### src/rtl/mcs6530_arb_pkg.sv
// Shared types and constants for the mcs6530 two-port bus arbiter.
package mcs6530_arb_pkg;

  localparam int unsigned ADDR_W             = 11;
  localparam int unsigned CHIP_A_W           = 10;
  localparam int unsigned DATA_W             = 8;
  localparam int unsigned CNT_W              = 4;
  localparam int unsigned ROM_REGION_BIT_DEF = 10;

  typedef enum logic [1:0] {
    IDLE,
    ISSUE,
    CAPTURE,
    ERR
  } state_e;

  // Signals driven onto the 6530 pins.
  typedef struct packed {
    logic [CHIP_A_W-1:0] a;
    logic [DATA_W-1:0]   di;
    logic                we_n;
    logic                cs1;
    logic                cs2;
    logic                rs_n;
  } bus_t;

  localparam bus_t BUS_IDLE = '{
    a:    10'h000,
    di:   8'h00,
    we_n: 1'b1,
    cs1:  1'b1,
    cs2:  1'b1,
    rs_n: 1'b1
  };

  // Latched request payload.
  typedef struct packed {
    logic              we;
    logic [ADDR_W-1:0] addr;
    logic [DATA_W-1:0] wdata;
  } req_t;

endpackage

### src/rtl/mcs6530_arb_pick.sv
// Winner selection with CPU priority and a starvation limit for the host port.
module mcs6530_arb_pick
  import mcs6530_arb_pkg::*;
#(
  parameter int unsigned STARVE_LIMIT = 4
) (
  input  logic phi2,
  input  logic rst,
  input  logic i_valid0,
  input  logic i_valid1,
  input  logic i_take,
  output logic o_gnt0_c,
  output logic o_gnt1_c
);

  logic [CNT_W-1:0] r_starve_cnt;
  logic             w_force;

  assign w_force  = (r_starve_cnt == CNT_W'(STARVE_LIMIT));
  assign o_gnt1_c = i_take & i_valid1 & (~i_valid0 | w_force);
  assign o_gnt0_c = i_take & i_valid0 & ~o_gnt1_c;

  // Count CPU wins over a waiting host; a host win clears it, saturates at the limit.
  always_ff @(posedge phi2) begin
    if (rst) begin
      r_starve_cnt <= '0;
    end else if (o_gnt1_c) begin
      r_starve_cnt <= '0;
    end else if (o_gnt0_c && i_valid1 && !w_force) begin
      r_starve_cnt <= r_starve_cnt + CNT_W'(1);
    end
  end

endmodule

### src/rtl/mcs6530_bus_arbiter.sv
// Two-port arbiter sequencing CPU and host accesses onto a single mcs6530 bus.
module mcs6530_bus_arbiter
  import mcs6530_arb_pkg::*;
#(
  parameter int unsigned STARVE_LIMIT   = 4,
  parameter int unsigned ROM_REGION_BIT = ROM_REGION_BIT_DEF
) (
  input  logic                phi2,
  input  logic                rst,
  input  logic                req0_valid,
  input  logic                req0_we,
  input  logic [ADDR_W-1:0]   req0_addr,
  input  logic [DATA_W-1:0]   req0_wdata,
  output logic                req0_ready,
  output logic                rsp0_valid,
  output logic [DATA_W-1:0]   rsp0_rdata,
  output logic                rsp0_err,
  input  logic                req1_valid,
  input  logic                req1_we,
  input  logic [ADDR_W-1:0]   req1_addr,
  input  logic [DATA_W-1:0]   req1_wdata,
  output logic                req1_ready,
  output logic                rsp1_valid,
  output logic [DATA_W-1:0]   rsp1_rdata,
  output logic                rsp1_err,
  output logic [CHIP_A_W-1:0] bus_A,
  output logic [DATA_W-1:0]   bus_DI,
  output logic                bus_we_n,
  output logic                bus_CS1,
  output logic                bus_CS2,
  output logic                bus_RS_n,
  input  logic [DATA_W-1:0]   bus_DO
);

  state_e            r_state, w_state_nxt;
  req_t              r_req, w_req_nxt, w_sel_req;
  logic              r_port, w_port_nxt;
  bus_t              r_bus, w_bus_nxt;
  logic              r_rsp0_valid, w_rsp0_valid_nxt;
  logic              r_rsp1_valid, w_rsp1_valid_nxt;
  logic              r_rsp0_err, w_rsp0_err_nxt;
  logic              r_rsp1_err, w_rsp1_err_nxt;
  logic [DATA_W-1:0] r_rsp0_rdata, w_rsp0_rdata_nxt;
  logic [DATA_W-1:0] r_rsp1_rdata, w_rsp1_rdata_nxt;
  logic [DATA_W-1:0] w_rsp_data;
  logic              w_take, w_gnt0, w_gnt1;

  // Grants are only offered from IDLE and never while reset is applied.
  assign w_take = (r_state == IDLE) & ~rst;

  mcs6530_arb_pick #(
    .STARVE_LIMIT(STARVE_LIMIT)
  ) u_pick (
    .phi2     (phi2),
    .rst      (rst),
    .i_valid0 (req0_valid),
    .i_valid1 (req1_valid),
    .i_take   (w_take),
    .o_gnt0_c (w_gnt0),
    .o_gnt1_c (w_gnt1)
  );

  assign req0_ready = w_gnt0;
  assign req1_ready = w_gnt1;
  assign w_sel_req  = w_gnt1 ? '{we: req1_we, addr: req1_addr, wdata: req1_wdata}
                             : '{we: req0_we, addr: req0_addr, wdata: req0_wdata};

  // State register.
  always_ff @(posedge phi2) begin
    if (rst) begin
      r_state <= IDLE;
    end else begin
      r_state <= w_state_nxt;
    end
  end

  // Next state, bus drive for the following cycle, and response generation.
  always_comb begin
    w_state_nxt      = r_state;
    w_req_nxt        = r_req;
    w_port_nxt       = r_port;
    w_bus_nxt        = BUS_IDLE;
    w_rsp0_valid_nxt = 1'b0;
    w_rsp1_valid_nxt = 1'b0;
    w_rsp0_err_nxt   = 1'b0;
    w_rsp1_err_nxt   = 1'b0;
    w_rsp0_rdata_nxt = r_rsp0_rdata;
    w_rsp1_rdata_nxt = r_rsp1_rdata;
    w_rsp_data       = 8'h00;
    unique case (r_state)
      IDLE: begin
        if (w_gnt0 || w_gnt1) begin
          w_req_nxt  = w_sel_req;
          w_port_nxt = w_gnt1;
          if (w_sel_req.addr[ROM_REGION_BIT]) begin
            if (w_sel_req.we) begin
              w_state_nxt = ERR;
            end else begin
              w_state_nxt    = ISSUE;
              w_bus_nxt.a    = w_sel_req.addr[CHIP_A_W-1:0];
              w_bus_nxt.rs_n = 1'b0;
              w_bus_nxt.cs2  = 1'b0;
            end
          end else begin
            w_state_nxt    = ISSUE;
            w_bus_nxt.a    = w_sel_req.addr[CHIP_A_W-1:0];
            w_bus_nxt.cs1  = 1'b0;
            w_bus_nxt.we_n = ~w_sel_req.we;
            w_bus_nxt.di   = w_sel_req.we ? w_sel_req.wdata : 8'h00;
          end
        end
      end
      ISSUE: begin
        w_state_nxt = CAPTURE;
      end
      CAPTURE: begin
        w_state_nxt = IDLE;
        w_rsp_data  = r_req.we ? 8'h00 : bus_DO;
        if (r_port) begin
          w_rsp1_valid_nxt = 1'b1;
          w_rsp1_rdata_nxt = w_rsp_data;
        end else begin
          w_rsp0_valid_nxt = 1'b1;
          w_rsp0_rdata_nxt = w_rsp_data;
        end
      end
      ERR: begin
        w_state_nxt = IDLE;
        if (r_port) begin
          w_rsp1_valid_nxt = 1'b1;
          w_rsp1_err_nxt   = 1'b1;
          w_rsp1_rdata_nxt = 8'h00;
        end else begin
          w_rsp0_valid_nxt = 1'b1;
          w_rsp0_err_nxt   = 1'b1;
          w_rsp0_rdata_nxt = 8'h00;
        end
      end
      default: ;
    endcase
  end

  // Registered request latch, bus pins and response outputs.
  always_ff @(posedge phi2) begin
    if (rst) begin
      r_req        <= '0;
      r_port       <= 1'b0;
      r_bus        <= BUS_IDLE;
      r_rsp0_valid <= 1'b0;
      r_rsp1_valid <= 1'b0;
      r_rsp0_err   <= 1'b0;
      r_rsp1_err   <= 1'b0;
      r_rsp0_rdata <= 8'h00;
      r_rsp1_rdata <= 8'h00;
    end else begin
      r_req        <= w_req_nxt;
      r_port       <= w_port_nxt;
      r_bus        <= w_bus_nxt;
      r_rsp0_valid <= w_rsp0_valid_nxt;
      r_rsp1_valid <= w_rsp1_valid_nxt;
      r_rsp0_err   <= w_rsp0_err_nxt;
      r_rsp1_err   <= w_rsp1_err_nxt;
      r_rsp0_rdata <= w_rsp0_rdata_nxt;
      r_rsp1_rdata <= w_rsp1_rdata_nxt;
    end
  end

  assign bus_A      = r_bus.a;
  assign bus_DI     = r_bus.di;
  assign bus_we_n   = r_bus.we_n;
  assign bus_CS1    = r_bus.cs1;
  assign bus_CS2    = r_bus.cs2;
  assign bus_RS_n   = r_bus.rs_n;
  assign rsp0_valid = r_rsp0_valid;
  assign rsp1_valid = r_rsp1_valid;
  assign rsp0_err   = r_rsp0_err;
  assign rsp1_err   = r_rsp1_err;
  assign rsp0_rdata = r_rsp0_rdata;
  assign rsp1_rdata = r_rsp1_rdata;

endmodule

### config.mk
export PLATFORM = sky130hd
export DESIGN_NAME = mcs6530_bus_arbiter
export DESIGN_NICKNAME = d
export VERILOG_FILES = /design/src/rtl/mcs6530_arb_pkg.sv /design/src/rtl/mcs6530_arb_pick.sv /design/src/rtl/mcs6530_bus_arbiter.sv
export SDC_FILE = /design/constraint.sdc
export NUM_CORES = 1
export LEC_CHECK = 0
export CELL_PAD_IN_SITES_DETAIL_PLACEMENT = 2
export CELL_PAD_IN_SITES_GLOBAL_PLACEMENT = 2
export CORE_ASPECT_RATIO = 0.75
export CORE_UTILIZATION = 24
export DETAILED_ROUTE_END_ITERATION = 6
export PLACE_DENSITY = 0.88
export SLEW_MARGIN = 20
export SYNTH_ARGS = -nofsm -noshare
export SYNTH_HDL_FRONTEND = slang
export SYNTH_HIERARCHICAL = 1
export SYNTH_SLANG_ARGS = --single-unit
### constraint.sdc
create_clock -name phi2 -period 5 [get_ports phi2]
set_input_delay 1 -clock phi2 [delete_from_list [all_inputs] [get_ports phi2]]
set_output_delay 1 -clock phi2 [all_outputs]
set_load 0.02 [all_outputs]
==> results of run 1 <==
power by group:
part	switching, W	internal (W)	leakage [nW]	total [W]
logic	0.0000659	0.0000713	0.613	0.000137
registers	0.00000654	0.000400	0.396	0.000407
clock network	0.000132	0.000163	0.0585	0.000296
total	0.000205	0.000635	1.07	0.000839
synthesized netlist by cell type:
| cell type | n | share of area, % |
|---|---|---|
| buf_4 | 2 | 0.76 |
| nor2b_1 | 2 | 0.63 |
| nor3b_1 | 1 | 0.38 |
| or3b_1 | 1 | 0.44 |
| clkbuf_1 | 4 | 0.76 |
| or3_1 | 1 | 0.32 |
| nor2_2 | 1 | 0.32 |
| a21oi_1 | 22 | 5.6 |
| a31oi_1 | 1 | 0.32 |
| buf_6 | 4 | 2.3 |
| nand4_1 | 3 | 0.95 |
| mux2i_4 | 1 | 1.1 |
| nand2_2 | 1 | 0.32 |
| a31o_2 | 1 | 0.44 |
| a311oi_1 | 1 | 0.44 |
| nor2_4 | 1 | 0.57 |
| inv_1 | 4 | 0.76 |
| a21boi_2 | 1 | 0.57 |
| mux2i_1 | 19 | 9.6 |
| or2_4 | 1 | 0.44 |
| o21ai_0 | 2 | 0.51 |
| dfxtp_1 | 49 | 50 |
| nand2_1 | 24 | 4.6 |
| nor3_2 | 3 | 1.5 |
| a21bo_2 | 1 | 0.51 |
| buf_2 | 4 | 1.0 |
| nor2_1 | 7 | 1.3 |
| nor3_1 | 16 | 4.1 |
| ha_1 | 2 | 1.3 |
| and2_1 | 2 | 0.63 |
| nand3b_4 | 1 | 1.0 |
| nand4b_4 | 1 | 1.2 |
| nand3_1 | 19 | 4.8 |
| or2_1 | 1 | 0.32 |
| nand2b_1 | 2 | 0.63 |
cells by family after synthesis:
group / count (synthesis) / synth area share, %
buf+inv: 18 / 5.57
flops: 49 / 49.6
fa+ha+maj: 2 / 1.27
simple gates: 88 / 24.4
compound gates: 29 / 8.36
mux: 20 / 10.8
final cells by class:
type                    count  area (sq um)
fillers                   858          4840
flip-flops and latches     49           981
repair buffers             98           973
multi-input cells         139           893
well taps                 105           131
clock buffers               7          86.3
clock inverters             1          30.0
inverters                   4          15.0
tightest hold or removal path, stage by stage (launching register included):
cell,delay [ns]
dfxtp_1,0.32
nand2_1,0.05
a21oi_1,0.05
state kept, by name (all words and copies together), names as in the netlist:
name and flops:
bus_A 10, bus_CS1 1, bus_CS2 1, bus_DI 8
bus_we_n 1, r_port 1, r_req 1, r_state 2
rsp0_err 1, rsp0_rdata 8, rsp0_valid 1, rsp1_err 1
rsp1_rdata 8, rsp1_valid 1, u_pick/r_starve_cnt 4
how the worst min path moves through the flow:
| stage | endpoint | slack (ns) |
|---|---|---|
| detailed placement | rsp1_rdata[3]$_SDFFE_PP0P_ | 0.46 |
| finish | rsp0_rdata[7]$_SDFFE_PP0P_ | 0.47 |
| global placement | rsp0_rdata[6]$_SDFFE_PP0P_ | 0.45 |
| CTS | rsp1_rdata[3]$_SDFFE_PP0P_ | 0.48 |
| floorplan | u_pick/r_starve_cnt[1]$_SDFFE_PP0P_ | 0.46 |
| global route | rsp1_rdata[3]$_SDFFE_PP0P_ | 0.50 |
per-layer routing:
layer	wire length, um	vias to the layer above
li1	-	892
met1	2690	874
met2	3160	55
met3	361	5
met4	42	0
met5	0	-
per-stage QoR:
step / util [%] / instances / hold WS, ns / power, W / instance area (sq um)
after detailed placement: 37.6 / 395 / 0.457 / 0.000555 / 2990
after global placement: 37.6 / 395 / 0.447 / 0.000549 / 2990
final: 39.1 / 403 / 0.473 / 0.000839 / 3110
after floorplan: - / 206 / 0.455 / 0.000482 / 1980
after CTS: 39.1 / 403 / 0.477 / 0.000854 / 3110
after global routing: 39.1 / 403 / 0.497 / 0.000878 / 3110
cells in the final DEF (no fill, tap or decap), types with 2 or more instances in the layout:
cell,n
nor2_4,2
and2_1,2
clkdlybuf4s50_1,95
clkbuf_8,6
nand3_1,19
nand2_1,24
a21oi_1,22
nor3_1,16
inv_1,4
nand2b_1,2
nor2_1,6
nor2b_1,2
mux2i_1,19
ha_1,2
nor3_2,3
dfxtp_1,49
nand4_1,3
buf_4,3
==> impl_summary.md, run 1 <==
Clock tree
The clock reaches the later pin of the worst-skew pair after 0.30 ns. Clock tree synthesis selected as its root buffer the cell clkbuf_8. Gates resized during post-CTS repair numbered 0. The TritonCTS clock tree is yes.

After clock tree synthesis, the clock-pin slew on the worst setup and hold paths is 0.09 ns. The number of buffers added for setup after CTS is 0. The number of clock buffers added by TritonCTS is 5. After clock tree synthesis, the flow added hold-fix buffers numbering 0.

The clock passes through at most 2 buffers. The H-tree depth reported by CTS is 2. The clock net in this run drives a total of 49 sinks.

Critical path
The cell occurring most often along the worst timing path is clkdlybuf4s50_1. The internal reg-to-reg setup slack is 2.28 ns. Tracing the worst setup path back leads to its startpoint at rst. The endpoint required time on the critical path is 4.00 ns. In this run the number of cells on the critical path is 5. The end of the worst register-to-register path is bus_CS2$_SDFF_PP1_. The largest individual stage delay along the critical path comes from the cell clkdlybuf4s50_1. The category of the worst setup path capture point is an output port. Of all nets on the critical path, the largest fanout is 5. Counting both buffers and inverters, the worst setup path holds a total of 2. The category of the worst setup path launch point is a primary input. The data arrival time of the worst path is 3.00 ns. The capture point of the critical path is req0_ready. In this run the critical register-to-register path is launched from r_state[1]$_SDFFE_PP0P_.

The largest single stage delay on the critical path is 0.66 ns. Traced cell by cell, the critical path runs through clkdlybuf4s50_1, nor3_1, nand2_1, a21oi_1, clkdlybuf4s50_1. The cell family contributing the most delay on the critical path is buffers and inverters. The critical path is of the in -> out type. The number of cell instances on the worst register-to-register path is 7.

Status
The flow ran to the end, and the final reports show no timing, DRC or antenna violations.

Detailed routing
Once detail routing completed, the nets flagged for antenna violations numbered 0. The average vias per placed instance is 4.53. Detailed routing inserted a total of 1826 vias. The number of detailed-routing iterations run before antenna repair is 4.

The detail-routed net length per standard cell is 15.5 um. The first-iteration detailed-routing DRC count is 40. The final routed DRC violation total is 0.

The sum of routed wire length over all layers is 6.26 mm.

Cells and area
The number of diodes added for antenna fixing is 0. Of the cells placed in the final design, the portion with a size suffix greater than 1 is 8.05%. From synthesis to final layout, the design area changed by 57.3%.

The number of nets in the layout is 351.

Timing
Setup violations remaining at the end of the flow were counted as 0. The number of max-slew violations in the final report is 0. The worst clock skew is 0.00545 ns. Counting I/O delays and the setup requirement, the final critical path takes 4.00 ns.

The actual transition at the worst max-transition pin is 0.877 ns. Setup slack on the critical path of the routed design comes to 0.996 ns. The hold violation count in the final report was 0. Setup repair after global routing left no endpoint under its margin. The achievable clock frequency is 250 MHz. The setup TNS after final layout is 0 ns. The remaining max-slew budget at the tightest pin is 41.1%. The share of the cycle needed by the critical path after routing is 80.1%.

Floorplan
The initial standard-cell utilization of the core is 24.9%. The row count is 28. The core region is 7950 sq um. During I/O placement, the number of pins put on the boundary was 96. The die covers 8610 sq um.

From bottom edge to top edge, the die measures 80.6 um. Measured along the x axis, the die boundary spans 107 um.

Global routing
The global routing met2 resource utilization is 28.1%. The via count of the first global-routing pass is 2015. The pin count of the biggest net entering global routing is 29.

The initial antenna violation count is 0. The fraction of met1 tracks used by global routing is 17.2%. The global-route usage over all layers is 15.1%. The global-route layer with the greatest usage is met2. The global-route wire length before repair is 10.0 mm. Summed over all layers, the global routing overflow is 0. In the global route stage, met3 resource usage came out at 4.30%.

Run
The number of violations of the max-capacitance limit is 0.

Placement
The number of buffer cells added on primary ports is 95. Once detailed placement completed, the half-perimeter wirelength came to 4.77 mm. The placement-stage worst setup slack is 1.01 ns. At the end of routability-driven placement, the weighted congestion stood at 0.830.

Power and ir drop
For this design the static power due to leakage is 1.07 nW. The power density of the placed cells is 270 nW/um^2. The maximum vdd drop is 103 uV.

Worst hold path
The startpoint of the lowest-slack hold path is rsp0_rdata[7]$_SDFFE_PP0P_. The path class of the tightest hold or removal check is reg -> reg. The number of stages on the worst hold path is 2.

Synthesis
The sequential area share after synthesis is 49.6%. The netlist uses 35 different library cells. The mapped cell area is 1980 sq um. After synthesis the netlist holds a flip-flop and latch count of 49. The synthesized instance count is 206. Yosys printed 6 warnings. The synthesized area per cell is 9.60 sq um. The post-synth net total is 260.
Note: power is estimated with default switching activity, not from simulation.
==> inputs of run 2 (changes only) <==
Settings changed: CORE_UTILIZATION 24 to 23, PLACE_DENSITY 0.88 to 0.85.
Clock period 5 ns to 3.7 ns, I/O delays scaled along.
==> impl_summary.md, run 2 (synthesis gave the netlist of run 1 again) <==
Cells and area
The area occupied by multi-input gates is 893 sq um (unchanged). The flip-flop count of the largest register, all copies and words added is 10 (unchanged). The number of nets in the layout is 353 (+0.57%). Leaving out fill and tap cells, the most frequent cell in the layout is clkdlybuf4s50_1.

The final-layout fill cell count was 874 (+1.9%). The area taken by flip-flops and latches came to 981 sq um (unchanged). The area growth from synthesis to layout is 59.6%. The number of diodes added for antenna fixing is 0 (unchanged). The final cell count without fillers is 404 (+0.25%). The share of final-layout standard cells stronger than drive strength 1 was 8.70% (+0.64 points). The library cells used most frequently in the layout, excluding fill and tap cells, are clkdlybuf4s50_1 (95), dfxtp_1 (49), nand2_1 (24), a21oi_1 (22).

Critical path
In this design, the critical path's most frequently occurring cell is clkdlybuf4s50_1. The most critical setup path has its startpoint at req0_valid. The largest individual stage delay along the critical path comes from the cell clkdlybuf4s50_1. The end of the worst register-to-register path is r_state[1]$_SDFFE_PP0P_. The critical setup path kind is in -> out. The signal on the critical path passes through clkdlybuf4s50_1, a21boi_2, inv_1, a21oi_1, clkdlybuf4s50_1. The start of the worst register-to-register path is u_pick/r_starve_cnt[0]$_SDFFE_PP0P_. Broken down by cell family, the worst path's largest delay share belongs to buffers and inverters. The data arrival time of the worst path is 2.55 ns (-0.45 ns). The internal reg-to-reg setup slack is 1.18 ns (-1.10 ns).

The critical path ends at req0_ready. The highest cell delay on the worst timing path is 0.69 ns (+0.03 ns). The worst path buffer plus inverter count is 3 (+1).

The biggest fanout along the worst timing path is 5 (unchanged). The category of the worst setup path launch point is a primary input. The endpoint required time on the critical path is 2.96 ns (-1.04 ns). The number of cells on the critical path was 5 (unchanged).

The number of cell instances on the worst register-to-register path came to 9 (+2). The category of the worst setup path capture point is an output port.

Floorplan
The row count is 28 (unchanged). The area of the core region is 8090 sq um (+1.8%). The floorplan die area came to 8970 sq um (+4.2%).

The die height is 82.3 um (+2.1%). The die width is 109 um (+2.1%). The number of top-level pins is 96 (unchanged).

The initial standard-cell utilization of the core is 24.4% (-0.43 points).

Power and ir drop
The proportion of power drawn by combinational gates is 15.7% (-0.6 points). The share of total power in the clock network was 38.3% (+3.1 points). The internal power component came to 0.000905 W (+43%). The total leakage power is 1.09 nW (+1.9%).

The net switching power figure is 0.000292 W (+43%). The portion of total power attributed to sequential cells is 46.0% (-2.4 points). The power density of the placed cells is 379 nW/um^2 (+41%). The switching part of the total power is 24.4% (about the same). The maximum vdd drop is 166 uV (+61%).

Clock tree
The insertion delay of the later-clocked pin in the worst-skew pair is 0.29 ns (about the same). The post-cts sizing count is 0 (unchanged). The count of clock tree sinks is 49 (unchanged). The number of buffers added for setup after CTS is 0 (unchanged).

The H-tree depth reported by CTS is 2 (unchanged). The clock slew at the register clock pins of the worst setup and hold paths was 0.06 ns (-0.03 ns). The number of hold buffers added after CTS is 0 (unchanged). The number of buffers created by CTS was 5 (unchanged). The buffer depth of the longest clock path is 2 (unchanged). The TritonCTS clock tree is yes. The clock root buffer is clkbuf_16.

Detailed routing
The sum of routed wire length over all layers is 6.30 mm (+0.64%). The first-iteration detailed-routing DRC count is 48 (+20%). The number of detailed-routing iterations run before antenna repair is 4 (unchanged). The via count is 1863 (+2.0%). The number of nets still failing antenna checks after routing is 0 (unchanged).

The average vias per placed instance is 4.61 (+1.8%). The final routed DRC violation total came to 0 (unchanged). The detail-routed net length per standard cell is 15.6 um (+0.39%).

Timing
Setup repair after global routing left no endpoint under its margin. The worst clock skew was 0.00460 ns (-0.000849 ns). The total of endpoints with negative setup slack in the final report is 0 (unchanged). The setup TNS after final layout was 0 ns (unchanged). The number of max-slew violations in the final report was 0 (unchanged).

The hold violation count in the final report was 0 (unchanged). The remaining max-slew budget at the tightest pin is 38.9% (-2.2 points). The final critical path takes up 88.9% of the cycle.

The actual transition at the worst max-transition pin is 0.910 ns (+0.0331 ns). The achievable clock frequency is 304 MHz. The worst path needs 3.29 ns of the cycle, external delays included.

Placement
The number of buffer cells added on primary ports is 95 (unchanged). The placer's final routability congestion estimate was 0.730 (-12%). The number of cells in the design after placement came to 397 (+0.51%).

The HPWL after detailed placement is 4.80 mm (+0.75%).

Status
The flow ran to the end, and the final reports show no timing, DRC or antenna violations.

Global routing
The initial antenna violation count is 0 (unchanged). The pin count of the biggest net entering global routing is 29 (unchanged). The overflow left after global routing is 0 (unchanged). The global-route wire length before repair was 10.3 mm (+2.5%). The global-route usage over all layers is 15.0% (-0.15 points). The via count of the first global-routing pass is 2007 (-0.40%).

Run
The number of violations of the max-capacitance limit is 0 (unchanged).

Worst hold path
The tightest min-delay check is of the reg -> reg type. The worst hold path begins at rsp0_rdata[2]$_SDFFE_PP0P_. The number of stages on the worst hold path is 2 (unchanged).
-- run 2: final cells by class --
| class | instances | share of cell area [%] |
|---|---|---|
| Sequential cell | 49 | 31.1 |
| Timing Repair Buffer | 100 | 31.3 |
| Inverter | 4 | 0.476 |
| Multi-Input combinational cell | 139 | 28.3 |
| Tap cell | 105 | 4.16 |
| Clock buffer | 6 | 4.40 |
| Clock inverter | 1 | 0.238 |
-- run 2: stage by stage --
stage	utilization [%]	setup WS [ns]	cell area [sq um]	hold WS, ns	power [W]
floorplan	-	0.899	1980	0.455	0.000651
global placement	37.2	0.483	3010	0.448	0.000745
detailed placement	37.2	0.419	3010	0.454	0.000753
CTS	39.0	0.411	3160	0.462	0.00121
global route	39.0	0.313	3160	0.482	0.00126
finish	39.0	0.412	3160	0.458	0.00120
-- run 2: how the worst min path moves through the flow --
stage	endpoint	slack, ns
floorplan	u_pick/r_starve_cnt[1]$_SDFFE_PP0P_	0.46
finish	rsp0_rdata[2]$_SDFFE_PP0P_	0.46
global route	rsp0_rdata[1]$_SDFFE_PP0P_	0.48
detailed placement	rsp0_rdata[2]$_SDFFE_PP0P_	0.45
global placement	rsp0_rdata[4]$_SDFFE_PP0P_	0.45
CTS	rsp0_rdata[2]$_SDFFE_PP0P_	0.46
-- run 2: per-layer routing --
layer / global-route usage (%) / share of wire (%) / vias to the layer above
met2: 26.9 / 50 / 54
met1: 17.5 / 42 / 904
met4: 3.65 / 0.87 / 0
met3: 4.71 / 7.1 / 7
li1: - / - / 898
met5: 0 / 0 / -
-- run 2: worst min-delay path, cell delays in order (launching register included) --
cell	delay (ns)
dfxtp_1	0.31
nand2_1	0.05
a21oi_1	0.05
-- run 2: power groups by stage --
stage               registers [W]  clock network (W)   logic, W
finish                   0.000550           0.000459   0.000188
global route             0.000551           0.000501   0.000203
CTS                      0.000550           0.000470   0.000192
detailed placement       0.000562                  0   0.000190
global placement         0.000562                  0   0.000183
floorplan                0.000572                  0  0.0000789
